--- src/rtl/freq_sweep_scheduler.sv ---
`default_nettype none
// ============================================================================
//  Module      : freq_sweep_scheduler
//  Description : Steps the AD9911 frequency-word offset from a start value by
//                a fixed two's-complement step over N points. Each point runs
//                the UPDATE/UPDATED handshake with the frequency updater, then
//                holds for a programmable dwell. Optional continuous looping.
//  Ports       :
//    CLOCK_10M   in   system clock, rising edge
//    RESET       in   synchronous active-high reset
//    START       in   one-cycle pulse, begins a sweep (needs INITIED=1)
//    ABORT       in   one-cycle pulse, stops the sweep
//    CONTINUOUS  in   restart at point 0 after the last point
//    SWEEP_START in   frequency word of point 0
//    SWEEP_STEP  in   per-point increment (two's complement)
//    SWEEP_COUNT in   points per pass
//    DWELL       in   hold cycles after each completed write
//    INITIED     in   updater initialisation complete
//    UPDATED     in   updater write-complete flag
//    FREQW       out  frequency word to the updater
//    UPDATE      out  update request to the updater
//    BUSY        out  high while not idle
//    POINT_IDX   out  index of the current point
//    POINT_STB   out  pulse when a point's write completes
//    DONE        out  pulse at the end of each pass
//    ERROR       out  sticky timeout / updater-reset flag
//  Revision    : 1.0  initial release
// ============================================================================
module freq_sweep_scheduler #(
  parameter int FW_WIDTH    = 32,
  parameter int CNT_WIDTH   = 16,
  parameter int TIMEOUT_CYC = 4096
) (
  input  logic                 CLOCK_10M,
  input  logic                 RESET,
  input  logic                 START,
  input  logic                 ABORT,
  input  logic                 CONTINUOUS,
  input  logic [FW_WIDTH-1:0]  SWEEP_START,
  input  logic [FW_WIDTH-1:0]  SWEEP_STEP,
  input  logic [CNT_WIDTH-1:0] SWEEP_COUNT,
  input  logic [CNT_WIDTH-1:0] DWELL,
  input  logic                 INITIED,
  input  logic                 UPDATED,
  output logic [FW_WIDTH-1:0]  FREQW,
  output logic                 UPDATE,
  output logic                 BUSY,
  output logic [CNT_WIDTH-1:0] POINT_IDX,
  output logic                 POINT_STB,
  output logic                 DONE,
  output logic                 ERROR
);

  localparam int TO_W = $clog2(TIMEOUT_CYC + 1);
  // Counter value on the last permitted ISSUE/WAIT_DONE cycle
  localparam logic [TO_W-1:0] C_TO_LAST = TO_W'(TIMEOUT_CYC - 1);

  typedef enum logic [2:0] {
    S_IDLE      = 3'd0,
    S_ISSUE     = 3'd1,
    S_WAIT_DONE = 3'd2,
    S_DWELL     = 3'd3,
    S_NEXT      = 3'd4,
    S_DRAIN     = 3'd5
  } state_t;

  state_t               r_state,     w_state_nxt;
  logic [FW_WIDTH-1:0]  r_freqw,     w_freqw_nxt;
  logic [FW_WIDTH-1:0]  r_start_lat, w_start_lat_nxt;
  logic [FW_WIDTH-1:0]  r_step,      w_step_nxt;
  logic [CNT_WIDTH-1:0] r_count,     w_count_nxt;
  logic [CNT_WIDTH-1:0] r_dwell,     w_dwell_nxt;
  logic                 r_cont,      w_cont_nxt;
  logic [CNT_WIDTH-1:0] r_point_idx, w_point_idx_nxt;
  logic [CNT_WIDTH-1:0] r_dwell_cnt, w_dwell_cnt_nxt;
  logic [TO_W-1:0]      r_to_cnt,    w_to_cnt_nxt;
  logic                 r_update,    w_update_nxt;
  logic                 r_point_stb, w_point_stb_nxt;
  logic                 r_done,      w_done_nxt;
  logic                 r_error,     w_error_nxt;
  logic                 r_busy;
  logic                 w_timeout;
  logic                 w_last_point;

  assign w_timeout    = (r_to_cnt == C_TO_LAST);
  assign w_last_point = (r_point_idx == r_count - CNT_WIDTH'(1));

  always_ff @(posedge CLOCK_10M) begin
    if (RESET) begin
      r_state     <= S_IDLE;
      r_freqw     <= '0;
      r_start_lat <= '0;
      r_step      <= '0;
      r_count     <= '0;
      r_dwell     <= '0;
      r_cont      <= 1'b0;
      r_point_idx <= '0;
      r_dwell_cnt <= '0;
      r_to_cnt    <= '0;
      r_update    <= 1'b0;
      r_point_stb <= 1'b0;
      r_done      <= 1'b0;
      r_error     <= 1'b0;
      r_busy      <= 1'b0;
    end else begin
      r_state     <= w_state_nxt;
      r_freqw     <= w_freqw_nxt;
      r_start_lat <= w_start_lat_nxt;
      r_step      <= w_step_nxt;
      r_count     <= w_count_nxt;
      r_dwell     <= w_dwell_nxt;
      r_cont      <= w_cont_nxt;
      r_point_idx <= w_point_idx_nxt;
      r_dwell_cnt <= w_dwell_cnt_nxt;
      r_to_cnt    <= w_to_cnt_nxt;
      r_update    <= w_update_nxt;
      r_point_stb <= w_point_stb_nxt;
      r_done      <= w_done_nxt;
      r_error     <= w_error_nxt;
      // BUSY is registered from the next state so it tracks state != IDLE
      r_busy      <= (w_state_nxt != S_IDLE);
    end
  end

  always_comb begin
    w_state_nxt     = r_state;
    w_freqw_nxt     = r_freqw;
    w_start_lat_nxt = r_start_lat;
    w_step_nxt      = r_step;
    w_count_nxt     = r_count;
    w_dwell_nxt     = r_dwell;
    w_cont_nxt      = r_cont;
    w_point_idx_nxt = r_point_idx;
    w_dwell_cnt_nxt = r_dwell_cnt;
    w_to_cnt_nxt    = '0;
    w_update_nxt    = r_update;
    w_point_stb_nxt = 1'b0;
    w_done_nxt      = 1'b0;
    w_error_nxt     = r_error;

    if (r_state == S_IDLE) begin
      w_update_nxt = 1'b0;
      // START beats a same-cycle ABORT here since ABORT is a no-op in IDLE
      if (START && INITIED) begin
        w_start_lat_nxt = SWEEP_START;
        w_step_nxt      = SWEEP_STEP;
        w_count_nxt     = SWEEP_COUNT;
        w_dwell_nxt     = DWELL;
        w_cont_nxt      = CONTINUOUS;
        w_error_nxt     = 1'b0;
        w_point_idx_nxt = '0;
        w_freqw_nxt     = SWEEP_START;
        if (SWEEP_COUNT == '0) begin
          w_done_nxt = 1'b1;
        end else begin
          w_state_nxt  = S_ISSUE;
          w_update_nxt = 1'b1;
        end
      end
    end else if (!INITIED) begin
      // Updater has reset itself; any handshake in progress is void
      w_update_nxt = 1'b0;
      w_error_nxt  = 1'b1;
      w_state_nxt  = S_IDLE;
    end else if (ABORT) begin
      w_update_nxt = 1'b0;
      // A write already acknowledged must finish before a new sweep may start
      w_state_nxt  = (r_state == S_WAIT_DONE) ? S_DRAIN : S_IDLE;
    end else begin
      case (r_state)
        S_ISSUE: begin
          w_to_cnt_nxt = r_to_cnt + TO_W'(1);
          // UPDATED low is the acknowledge; a stale high from the last point
          // is therefore never taken as completion of this one
          if (!UPDATED) begin
            w_state_nxt = S_WAIT_DONE;
          end else if (w_timeout) begin
            w_error_nxt  = 1'b1;
            w_update_nxt = 1'b0;
            w_state_nxt  = S_IDLE;
          end
        end
        S_WAIT_DONE: begin
          w_to_cnt_nxt = r_to_cnt + TO_W'(1);
          if (UPDATED) begin
            w_update_nxt    = 1'b0;
            w_point_stb_nxt = 1'b1;
            w_to_cnt_nxt    = '0;
            w_dwell_cnt_nxt = r_dwell;
            w_state_nxt     = (r_dwell == '0) ? S_NEXT : S_DWELL;
          end else if (w_timeout) begin
            w_error_nxt  = 1'b1;
            w_update_nxt = 1'b0;
            w_state_nxt  = S_IDLE;
          end
        end
        S_DWELL: begin
          // Loaded with DWELL on entry, so exactly DWELL cycles are spent here
          if (r_dwell_cnt <= CNT_WIDTH'(1)) begin
            w_state_nxt = S_NEXT;
          end else begin
            w_dwell_cnt_nxt = r_dwell_cnt - CNT_WIDTH'(1);
          end
        end
        S_NEXT: begin
          if (!w_last_point) begin
            w_point_idx_nxt = r_point_idx + CNT_WIDTH'(1);
            w_freqw_nxt     = r_freqw + r_step;
            w_update_nxt    = 1'b1;
            w_state_nxt     = S_ISSUE;
          end else begin
            w_done_nxt = 1'b1;
            if (r_cont) begin
              w_point_idx_nxt = '0;
              w_freqw_nxt     = r_start_lat;
              w_update_nxt    = 1'b1;
              w_state_nxt     = S_ISSUE;
            end else begin
              w_state_nxt = S_IDLE;
            end
          end
        end
        S_DRAIN: begin
          if (UPDATED) begin
            w_state_nxt = S_IDLE;
          end
        end
        default: begin
          w_update_nxt = 1'b0;
          w_state_nxt  = S_IDLE;
        end
      endcase
    end
  end

  assign FREQW     = r_freqw;
  assign UPDATE    = r_update;
  assign BUSY      = r_busy;
  assign POINT_IDX = r_point_idx;
  assign POINT_STB = r_point_stb;
  assign DONE      = r_done;
  assign ERROR     = r_error;

endmodule
`default_nettype wire

--- config.mk ---
export PLATFORM = sky130hd
export DESIGN_NAME = freq_sweep_scheduler
export DESIGN_NICKNAME = d
export VERILOG_FILES = /design/src/rtl/freq_sweep_scheduler.sv
export SDC_FILE = /design/constraint.sdc
export NUM_CORES = 1
export LEC_CHECK = 0
export CORE_UTILIZATION = 59
export CTS_CLUSTER_SIZE = 24
export DETAILED_ROUTE_END_ITERATION = 8
export DONT_BUFFER_PORTS = 1
export PLACE_DENSITY = 0.81
export SETUP_SLACK_MARGIN = 0.02
export SLEW_MARGIN = 40
export SYNTH_ARGS = -nofsm -noshare
export SYNTH_HDL_FRONTEND = slang
export SYNTH_SLANG_ARGS = --single-unit
--- constraint.sdc ---
create_clock -name CLOCK_10M -period 4.8 [get_ports CLOCK_10M]
set_input_delay 0 -clock CLOCK_10M [delete_from_list [all_inputs] [get_ports CLOCK_10M]]
set_output_delay 0 -clock CLOCK_10M [all_outputs]
set_load 0.01 [all_outputs]
Word level (Yosys, flattened, before mapping). Cells that the tools add are included.

Bits in registers: 182. Input bits: 103. Word-level logic and storage cells: 121.

Add/sub/neg operators: 5. $lt $le $gt $ge: 1. Eq/ne operators: 19. Mux-type cells: 61. Bitwise logic cells: 4. Reduce and logical (&&, ||, !) cells: 16.

Operators with widths (count): 2-to-1 mux 32 bit (7); 2-to-1 mux 16 bit (9); 2-to-1 mux 3 bit (12); adder 32 bit (1); zero test 16 bit (2); one-hot mux 16 bit (2 select lines) (1); subtractor 16 x 1 -> 16 bit, second input constant (2); 2-to-1 mux 1 bit (27); one-hot mux 13 bit (2 select lines) (1); adder 16 x 1 -> 16 bit, second input constant (1); == test 16 bit (1); <= comparator 16 x 1 -> 1 bit, second input constant (1); one-hot mux 3 bit (5 select lines) (1); adder 13 x 1 -> 13 bit, second input constant (1); == test 13 x 12 -> 1 bit, second input constant (1); 2-to-1 mux 13 bit (1); AND reduction 5 bit (2); != test 4 bit, second input constant (2); == test 3 x 2 -> 1 bit, second input constant (2); == test 3 bit, second input constant (2); != test 3 x 2 -> 1 bit, second input constant (2); != test 6 bit, second input constant (1); AND reduction 6 bit (1); nonzero test 2 bit (3); other kinds (17) (22).

Logic depth before layout (Yosys ltp). Gate-level depths: netlist of the first run.

Word-level depth: 8. Depth in mapped cells: 15. Depth with buffers taken out: 12.

Worst setup path after synthesis of the first run. No wires, ideal clock.

Path kind: register to register. Start point: register r_count[0]. End point: register r_point_idx[13], in the netlist POINT_IDX[13]. Setup time: 0.117 ns. Arrival time: 2.828 ns. Required time: 4.683 ns. Path slack: 1.855 ns. Stages on the path, launching flop included: 15. Clock period less this slack: 2.945 ns. Path through: dfxtp_1 inv_1 ha_1 or3b_1 clkbuf_1 xnor2_1 a31o_1 a221o_1 and4bb_1 a21o_1 buf_6 buf_6 nor4b_2 xnor2_1 nor2_1.

Cells in the longest elaborated chain, start to end: 7. Elaborated cells on any way between the ends: 9. Those cells by class: add/sub: 1; eq/ne: 2; mux: 5; reduce/logical: 1.

RTL lines: from (decl) (line 71) `logic [CNT_WIDTH-1:0] r_count, w_count_nxt;`; from (signal assigned) (line 110) `r_count <= w_count_nxt;`; subtractor 16 x 1 -> 16 bit (*) (line 86) `assign w_last_point = (r_point_idx == r_count - CNT_WIDTH'(1));`; == test 16 bit (*) (line 86); 2-to-1 mux 16 bit (line 206) `if (!w_last_point) begin`; 2-to-1 mux 16 bit (line 170) `case (r_state)`; 2-to-1 mux 16 bit (line 165) `end else if (ABORT) begin`; 2-to-1 mux 16 bit (line 160) `end else if (!INITIED) begin`; 2-to-1 mux 16 bit (line 141) `if (r_state == S_IDLE) begin`; to (signal assigned) (line 113) `r_point_idx <= w_point_idx_nxt;`; to (decl) (line 74) `logic [CNT_WIDTH-1:0] r_point_idx, w_point_idx_nxt;`.

Every way passes the cells marked *; elsewhere a longest branch is shown, timed or not. The select of a mux whose other input is x is not followed. A chain may end at the register's enable or synchronous reset.

Final worst setup path of the first run.
Start point: register r_count[0]. End point: register r_freqw[13], in the netlist FREQW[13].

Cells in the longest elaborated chain, start to end: 7. Elaborated cells on any way between the ends: 9. Those cells by class: add/sub: 1; eq/ne: 2; mux: 5; reduce/logical: 1.

RTL lines: subtractor 16 x 1 -> 16 bit (*) (line 86); == test 16 bit (*) (line 86); 2-to-1 mux 32 bit (line 206); 2-to-1 mux 32 bit (line 170); 2-to-1 mux 32 bit (line 165); 2-to-1 mux 32 bit (line 160); 2-to-1 mux 32 bit (line 141); to (signal assigned) (line 107) `r_freqw <= w_freqw_nxt;`; to (decl) (line 68) `logic [FW_WIDTH-1:0] r_freqw, w_freqw_nxt;`.

Marked as above.

==> metrics, run 1 <==
outcome=complete, but fails checks; failing checks=negative hold slack; largest net degree at the start of global routing=126; Area Overhead vs Synth=17.1%; Finish-stage setup viols=0; CTS clk-pin slew, worst paths=0.07 ns; DRC=0; Synth area leaders=dfxtp_1 35%, nand2_1 9.5%, a21oi_1 7.1%; most frequent cells after synthesis=261 x nand2_1, 182 x dfxtp_1, 146 x a21oi_1; crit-path max cell delay=0.73 ns; filler instances=1355; Synth async-reset ratio=0%; Nets=1556; Root Buffer=clkbuf_16; Critical Path RT=5.16 ns; row count=48; Post-synth EDFFs=0; DIE HEIGHT=134 um; Power Density=289 nW/um^2; WL/cell=18.5 um; initial antenna violation count=1; RD Place Congestion=0.906; Worst setup SP type=flip-flop; WHS=-0.00504 ns; Reg2Reg Launch Point=r_count[0]$_SDFFE_PP0P_; Multi-input gate area=6260 sq um; FMAX=276 MHz; Synth Warn #=0; clock skew=0.0105 ns; hold path start=RESET; number of H-tree levels=4; Die X=134 um; DRT iter0 DRCs=837; R2R Setup Slk=1.18 ns; path type of the worst setup path=flip-flop to flip-flop; Synth Cell Area=10300 sq um; Slew Viols, Final=0; ports placed on the boundary=156; number of nets still failing antenna checks after routing=0; Starting Density=60.1%; count leader, synth=nand2_1; CP endpoint kind=flip-flop; total vias in the final route=10400; sequential element share of the synthesized area=35.3%; Core ar.=17200 sq um; setup TNS=0 ns; most frequent CP cell=a21oi_1; Distinct cells, synth=86; detailed placement HPWL=19500 um; GRT overflow=0; Num CTS Buffers=17; ys flop type=dfxtp_1; Crit Path Max Fanout=38; worst path cell trace=inv_1, ha_1, nor3b_1, a21oi_1, or4_1, and4bb_1, nor2b_4, buf_4, a21oi_1, a211o_1, a21oi_1; deepest clock path buffer count=2; CP startpoint=r_count[0]$_SDFFE_PP0P_; first-pass GRT wire length=48700 um; Slew @ Worst Pin=0.869 ns; final WL=30600 um; Hold/Removal Path Class=input pin to flip-flop; RSZ-0062 raised after global routing=false; cell count after synthesis=1351; Sink Count=182; global-route usage over all layers=33.8%; Buffers & Inverters on Critical Path=2; I/O Buffers=0; detail-routed via count per cell=6.27; Leakage=4.45 nW; Arrival @ worst endpoint=3.98 ns; die area=18000 sq um; Syn Area/Cell=7.64 sq um; register bit total from synthesis=182; CTS tree=done; # resized after CTS=0; maximum VDD drop=382 uV; Tot Pwr=3.50 mW; Syn Nets=1491; final period utilization=75.4%; max-cap viol count=0; Fin. Hold Viols=3; Final min period=3.62 ns; Clock Latency Late Sink=0.43 ns; FF/Latch Area=3640 sq um; drt first pass iters=7; Slowest cell on crit path=nor3b_1; Rel. slew slack=41.3%; delay-heaviest family, CP=simple AND/OR/NAND/NOR gates; Synth top area share=35.3%; fraction of layout cells with a size suffix above 1=4.91%; vias in the first global route=9906; largest area contributor in the netlist=dfxtp_1
[final timing paths]
kind / cells after the start / to
worst max-delay path: 11 / FREQW[13]$_SDFFE_PP0P_
worst min-delay path: 2 / r_dwell[15]$_SDFFE_PP0P_
worst max register to register: 11 / FREQW[13]$_SDFFE_PP0P_
worst min register to register: 2 / r_to_cnt[12]$_SDFF_PP0_
[flip-flops by register name (all words and copies together) (netlist names)]
name	cells
r_dwell	16
r_cont	1
POINT_IDX	16
FREQW	32
UPDATE	1
r_start_lat	32
r_step	32
r_count	16
BUSY	1
DONE	1
r_dwell_cnt	16
POINT_STB	1
r_state	3
r_to_cnt	13
ERROR	1
[worst register-to-register path, cell delays in order, from the launching register on]
cell      delay [ns]
dfxtp_1         0.37
inv_1           0.08
ha_1            0.20
nor3b_1         0.73
a21oi_1         0.14
or4_1           0.52
and4bb_1        0.32
nor2b_4         0.19
buf_4           0.43
a21oi_1         0.15
a211o_1         0.30
a21oi_1         0.13
[area by class of cell]
type / count / area share, %
sequential: 182 / 30.1
clock inverter: 10 / 0.828
multi-input combinational: 1062 / 51.7
clock buffer: 20 / 3.61
timing repair buffer: 129 / 10.6
tap: 225 / 2.33
antenna: 1 / 0.0207
inverter: 24 / 0.745
[through the flow]
stage	hold WS, ns	instance area [sq um]	util, %	cells	setup slack [ns]
after detailed placement	0.0771	10400	60.3	1505	1.29
final	-0.00504	12100	70.4	1653	1.18
after CTS	0.00810	12100	70.3	1651	1.27
after global routing	0.0121	12100	70.4	1653	0.959
after global placement	0.0760	10400	60.3	1505	1.45
after floorplan	0.136	10300	-	1351	1.85
[where the power goes]
group          switching, mW  internal, mW
clock                  0.610         0.714
combinational          0.306         0.227
sequential            0.0712          1.57
[kinds of logic (layout without fill, tap and decap cells)]
logic type / Yosys count / after routing / synth area share, %
compound gates: 378 / 378 / 23.5
xor+xnor: 65 / 65 / 5.51
fa+ha+maj: 37 / 37 / 4.56
buf+inv: 107 / 183 / 4.48
flops: 182 / 182 / 35.3
mux: 4 / 4 / 0.388
other cells: 0 / 1 / 0
simple gates: 578 / 578 / 26.2
[layer usage]
metal	GRT usage, %	share of wire, %	wire length [um]	vias up
met5	0	0	0	-
met1	42.6	42	13000	4851
li1	-	-	-	4949
met2	54.7	46	14100	488
met3	9.33	8.9	2730	72
met4	13.3	2.5	761	0
[cells in the final DEF (no fill, tap or decap), types with 5 or more instances in the layout]
| cell | netlist | routed |
|---|---|---|
| or3_1 | 9 | 8 |
| o22ai_1 | 6 | 6 |
| and2_1 | 9 | 9 |
| nor2b_1 | 9 | 8 |
| a31oi_1 | 10 | 10 |
| ha_1 | 36 | 36 |
| nand2_1 | 261 | 261 |
| nor3_1 | 41 | 40 |
| nand4_1 | 11 | 11 |
| o21ai_0 | 61 | 61 |
| a21oi_1 | 146 | 146 |
| a32o_1 | 7 | 7 |
| o21a_1 | 5 | 5 |
| inv_1 | 24 | 24 |
| a211oi_1 | 25 | 25 |
| nor3b_1 | 8 | 8 |
| xor2_1 | 31 | 31 |
| dlygate4sd3_1 | 0 | 115 |
| o21ai_1 | 6 | 6 |
| o211ai_1 | 9 | 9 |
| nand2b_1 | 8 | 8 |
| a211o_1 | 5 | 5 |
| nand3_1 | 49 | 48 |
| a21o_1 | 11 | 10 |
| dfxtp_1 | 182 | 182 |
| xnor2_1 | 34 | 34 |
| buf_4 | 5 | 12 |
| clkbuf_16 | 0 | 17 |
| a22oi_1 | 6 | 6 |
| nor4_1 | 17 | 17 |
| and3_1 | 18 | 17 |
| nor2_1 | 108 | 108 |
| a221oi_1 | 6 | 6 |
| o31ai_1 | 18 | 18 |
[repair_timing]
| action | in CTS | in global routing |
|---|---|---|
| endpoints found under the hold margin | 154 | 0 |
| hold buffers | 116 | 0 |
| setup buffers | 0 | 0 |
Power figures use the tool's default switching activity.
==> run 2: changes to the inputs <==
- clock period: 4.8 -> 3.8 ns (I/O delays scaled with it)
==> run 2 against run 1 <==
Net effect:
- the flow still finishes with violations (negative hold slack)
- cell area decreased by 0.35%
- cell count down 0.42%
- clock-buffer cell count is 1 higher
- highest routed layer unchanged
==> metrics, run 2 (synthesis results as in run 1) <==
setup ws final=0.259 ns (-0.923 ns); Rel. slew slack=42.2% (+0.93 points); Root Buffer=clkbuf_16; commonest non-fill, non-tap cell in the layout=nand2_1; Die X=134 um (unchanged); Clock Latency Late Sink=0.44 ns (about the same); detailed placement HPWL=19500 um (about the same); fraction of layout cells with a size suffix above 1=5.21% (+0.31 points); global-route usage over all layers=33.3% (-0.46 points); initial antenna violation count=1 (unchanged); path type of the worst setup path=flip-flop to flip-flop; Core ar.=17200 sq um (unchanged); Slowest cell on crit path=nor3b_1; WL/cell=18.3 um (-0.93%); max-cap viol count=0 (unchanged); number of H-tree levels=4 (unchanged); Sink Count=182 (unchanged); fin cells=1646 (-0.42%); drt first pass iters=6 (-1); deepest clock path buffer count=2 (unchanged); most frequent CP cell=a21oi_1; first-pass GRT wire length=48100 um (-1.3%); Starting Density=60.1% (unchanged); Critical Path RT=4.17 ns (-0.99 ns); Arrival @ worst endpoint=3.91 ns (-0.07 ns); maximum VDD drop=430 uV (+13%); Util after Layout=70.1% (-0.25 points); post-CTS setup buffers=0 (unchanged); # resized after CTS=0 (unchanged); setup TNS=0 ns (unchanged); total vias in the final route=10400 (+0.50%); vias in the first global route=9514 (-4.0%); CTS tree=done; Worst setup SP type=flip-flop; R2R Setup Slk=0.26 ns (-0.92 ns); Nets=1548 (-0.51%); die area=18000 sq um (unchanged); DIE HEIGHT=134 um (unchanged); DRT iter0 DRCs=989 (+18%); failing checks=negative hold slack; RD Place Congestion=0.958 (+5.7%); final period utilization=93.2% (+18 points); Power Density=371 nW/um^2 (+28%); Slew @ Worst Pin=0.861 ns (-0.00796 ns); Hold/Removal Path Class=input pin to flip-flop; final WL=30200 um (-1.3%); Num CTS Buffers=17 (unchanged); outcome=complete, but fails checks; number of nets still failing antenna checks after routing=0 (unchanged); Slew Viols, Final=0 (unchanged); worst path cell trace=inv_1, ha_1, nor3b_1, a21oi_1, or4_1, and4bb_1, nor2b_4, buf_4, a21oi_1, a211o_1, a21oi_1; I/O Buffers=0 (unchanged); Crit Path Max Fanout=38 (unchanged); CTS clk-pin slew, worst paths=0.07 ns (about the same); Fin. Hold Viols=5 (+2); Finish-stage setup viols=0 (unchanged); CP endpoint kind=flip-flop; GRT overflow=0 (unchanged); commonest cells after routing, fill and taps aside=261 x nand2_1, 182 x dfxtp_1, 146 x a21oi_1; ports placed on the boundary=156 (unchanged); Area Overhead vs Synth=16.7%; DRC=0 (unchanged); placed cells=1508 (+0.20%); detail-routed via count per cell=6.33 (+0.93%); largest net degree at the start of global routing=126 (unchanged); crit-path max cell delay=0.67 ns (-0.06 ns); row count=48 (unchanged); post-place setup slack=0.382 ns (-0.911 ns); WHS=-0.0108 ns (-0.00579 ns); clock skew=0.00802 ns (-0.00246 ns); Final min period=3.54 ns (-0.0770 ns); FMAX=282 MHz (+2.2%); Tot Pwr=4.47 mW (+28%); RSZ-0062 raised after global routing=false; Leakage=4.46 nW (+0.36%)
run 2: changes by cell type in the layout (fill, tap and decap cells not counted), sizes merged:
| cell | delta |
|---|---|
| dlygate4sd3 | -10 |
| clkinv | +3 |
| buf | +2 |
| clkinvlp | -1 |
| inv | -2 |
| clkbuf | +1 |
run 2: where the power goes:
group / leakage [nW] / total [mW] / switching, mW / internal [mW]
registers: 1.48 / 2.07 / 0.0890 / 1.98
logic: 2.71 / 0.671 / 0.385 / 0.285
clock network: 0.272 / 1.73 / 0.776 / 0.956
total: 4.46 / 4.47 / 1.25 / 3.22
run 2: final cells by class:
type | instances | area [sq um]
clock buffers | 21 | 470
repair buffers | 121 | 1210
well taps | 225 | 282
flip-flops and latches | 182 | 3640
inverters | 24 | 90.1
multi-input cells | 1062 | 6250
diodes | 1 | 2.50
fillers | 1389 | 5130
clock inverters | 10 | 97.6
run 2: worst max-delay path: cells and delay by family, from the launching register on:
family,cells,cell delay [ns]
AO/OA/AOI/OAI,4,0.73
adder cells (fa/ha/maj),1,0.18
flip-flops,1,0.36
AND/OR/NAND/NOR,4,1.69
buffers and inverters,2,0.48
run 2: worst paths after layout:
path,startpoint,endpoint,cells after the start
max,r_count[0]$_SDFFE_PP0P_,FREQW[13]$_SDFFE_PP0P_,11
min,RESET,r_dwell_cnt[8]$_SDFFE_PP0P_,2
max reg2reg,r_count[0]$_SDFFE_PP0P_,FREQW[13]$_SDFFE_PP0P_,11
min reg2reg,r_start_lat[11]$_SDFFE_PP0P_,r_start_lat[11]$_SDFFE_PP0P_,2
run 2: layer usage:
layer	part of all wire, %	global-route usage [%]
met1	43	44.3
met2	45	51.8
met3	10	8.99
met4	2.5	11.9
met5	0	0
run 2: what timing repair did:
item / CTS / global route
endpoints found under the hold margin: 154 / 0
setup endpoints to repair: 0 / 0
hold buffers: 106 / 0
run 2: through the flow:
| step | hold WS (ns) | instance area [sq um] |
|---|---|---|
| 2_1_floorplan | 0.136 | 10300 |
| 3_3_place_gp | 0.0761 | 10400 |
| 3_5_place_dp | 0.0752 | 10400 |
| 4_1_cts | 0.00362 | 12000 |
| 5_1_grt | 0.0186 | 12000 |
| 6_report | -0.0108 | 12000 |
==> run 3: changes to the inputs <==
- CORE_ASPECT_RATIO: default -> 1.75
- CORE_MARGIN: default -> 10
- TNS_END_PERCENT: default -> 100
==> run 3 against run 2 <==
Net effect:
- the run now ends clean
- register-to-register slack better by 0.20 ns
- highest routed layer unchanged
- critical endpoint is now POINT_IDX[10]$_SDFFE_PP0P_
- sequential power is essentially flat
- non-clock buffer count increased by 3
- total power is 0.65% higher
- sequential cell count unchanged
- die area increased by 30%
- clock power barely moved
- cell area grew 0.26%
- worst hold slack improved by 0.020 ns
- first-iteration DRC count shrank 0.10%
- cell count is 0.55% higher
==> metrics, run 3 (synthesis results as in run 1) <==
final WL=32500 um (+7.5%); placed cells=1521 (+0.86%); Nets=1551 (+0.19%); drt first pass iters=8 (+2); CP endpoint kind=flip-flop; GRT overflow=0 (unchanged); n_diodes=0 (-1); Area Overhead vs Synth=17.0%; max-cap viol count=0 (unchanged); DRT iter0 DRCs=988 (-0.10%); Worst setup SP type=flip-flop; I/O Buffers=0 (unchanged); FF-to-FF End=POINT_IDX[10]$_SDFFE_PP0P_; post-CTS setup buffers=0 (unchanged); Util after Layout=69.5% (-0.63 points); Sink Count=182 (unchanged); Final min period=3.34 ns (-0.205 ns); Starting Density=59.4% (-0.69 points); Tot Pwr=4.50 mW (+0.65%); detailed placement HPWL=22000 um (+13%); die area=23400 sq um (+30%); ports placed on the boundary=156 (unchanged); CTS clk-pin slew, worst paths=0.07 ns (about the same); final period utilization=87.8% (-5.4 points); maximum VDD drop=274 uV (-36%); hold path endpoint=r_dwell_cnt[8]$_SDFFE_PP0P_; detail-routed via count per cell=6.26 (-0.96%); path type of the worst setup path=flip-flop to flip-flop; outcome=complete, no violations; Finish-stage setup viols=0 (unchanged); FF/Latch Area=3640 sq um (unchanged); DRC=0 (unchanged); R2R Setup Slk=0.46 ns (+0.20 ns); fraction of layout cells with a size suffix above 1=5.69% (+0.48 points); global-route usage over all layers=27.0% (-6.3 points); Slew Viols, Final=0 (unchanged); hold buffers post-CTS=102 (-3.8%); Die X=120 um (-11%); RD Place Congestion=0.966 (+0.76%); Worst Reg-to-Reg Cells=12 (+1); total vias in the final route=10400 (-0.42%); commonest non-fill, non-tap cell in the layout=nand2_1; commonest cells after routing, fill and taps aside=261 x nand2_1, 182 x dfxtp_1, 146 x a21oi_1; filler instances=1399 (+0.72%); Power Density=373 nW/um^2 (+0.38%); setup TNS=0 ns (unchanged); DIE HEIGHT=195 um (+45%); RSZ-0062 raised after global routing=false; Clock Latency Late Sink=0.44 ns (about the same); Root Buffer=clkbuf_16; FMAX=300 MHz (+6.1%); deepest clock path buffer count=2 (unchanged); Reg2Reg Launch Point=r_count[1]$_SDFFE_PP0P_; # resized after CTS=0 (unchanged); WL/cell=19.6 um (+7.0%); CTS tree=done; fin cells=1655 (+0.55%); Num CTS Buffers=17 (unchanged); Multi-input gate area=6260 sq um (about the same); clock skew=0.0114 ns (+0.00339 ns); Leakage=4.49 nW (+0.67%); largest net degree at the start of global routing=127 (+0.79%); Arrival @ worst endpoint=3.66 ns (-0.25 ns); Hold Path Depth=2 (unchanged); hold path start=RESET; Slew @ Worst Pin=0.784 ns (-0.0776 ns); Crit Path Max Fanout=28 (-26%); first-pass GRT wire length=51800 um (+7.7%); row count=64 (+33%); Fin. Hold Viols=0 (-5); Hold/Removal Path Class=input pin to flip-flop; number of nets still failing antenna checks after routing=0 (unchanged); Rel. slew slack=47.7% (+5.5 points); Critical Path RT=4.12 ns (-0.05 ns); number of H-tree levels=4 (unchanged); Core ar.=17400 sq um (+1.2%); vias in the first global route=10000 (+5.2%); initial antenna violation count=0 (-1)
==> run 3: cell types whose count changed in the layout (fill, tap and decap cells not counted), sizes merged <==
cell         before  now
buf              16   23
clkbuf           21   24
clkinv            5    3
clkinvlp          3    2
diode             1    0
dlygate4sd3     105  101
inv              25   26
==> run 3: worst max-delay path, cell delays in order (launching register included) <==
cell      delay (ns)
dfxtp_1         0.37
inv_1           0.08
ha_1            0.19
or3b_1          0.46
xnor2_1         0.17
a31o_1          0.22
a221o_1         0.38
and4bb_1        0.25
a21o_2          0.31
buf_12          0.20
nor3_1          0.31
xnor2_1         0.20
nor2_1          0.06
==> run 3: area by class of cell <==
cell class | instances | area share, %
inverters | 24 | 0.746
multi-input cells | 1062 | 51.8
repair buffers | 124 | 10.1
clock inverters | 8 | 0.735
flip-flops and latches | 182 | 30.2
well taps | 231 | 2.39
clock buffers | 24 | 4.07
==> run 3: layer usage <==
layer,track usage (%),up-vias,part of all wire [%]
met5,0,-,0
met4,17.3,0,6.1
met3,6.61,120,7.5
met2,47.9,487,51
met1,27.4,4822,35
li1,-,4939,-
==> run 3: power breakdown <==
part / internal [mW] / leakage [nW] / total [mW] / switching [mW]
Clock: 0.981 / 0.278 / 1.75 / 0.770
Sequential: 1.98 / 1.48 / 2.07 / 0.0922
Combinational: 0.285 / 2.73 / 0.677 / 0.392
==> run 3: how the worst max path moves through the flow <==
stage | to | startpoint | depth (start not counted) | slack (ns)
after floorplan | POINT_IDX[13]$_SDFFE_PP0P_ | r_count[0]$_SDFFE_PP0P_ | 14 | 0.85
after global placement | FREQW[17]$_SDFFE_PP0P_ | r_count[0]$_SDFFE_PP0P_ | 11 | 0.58
after detailed placement | POINT_IDX[4]$_SDFFE_PP0P_ | r_count[0]$_SDFFE_PP0P_ | 12 | 0.56
after CTS | FREQW[17]$_SDFFE_PP0P_ | r_count[0]$_SDFFE_PP0P_ | 11 | 0.54
after global routing | FREQW[17]$_SDFFE_PP0P_ | r_count[0]$_SDFFE_PP0P_ | 11 | 0.31
final | POINT_IDX[10]$_SDFFE_PP0P_ | r_count[1]$_SDFFE_PP0P_ | 12 | 0.46
==> run 3: through the flow <==
stage                     cell area [sq um]  setup WS [ns]  hold slack, ns
after floorplan                       10300          0.855           0.136
after global placement                10500          0.583          0.0837
after detailed placement              10500          0.563          0.0842
after CTS                             12100          0.538         0.00892
after global routing                  12100          0.312          0.0255
final                                 12100          0.463         0.00899
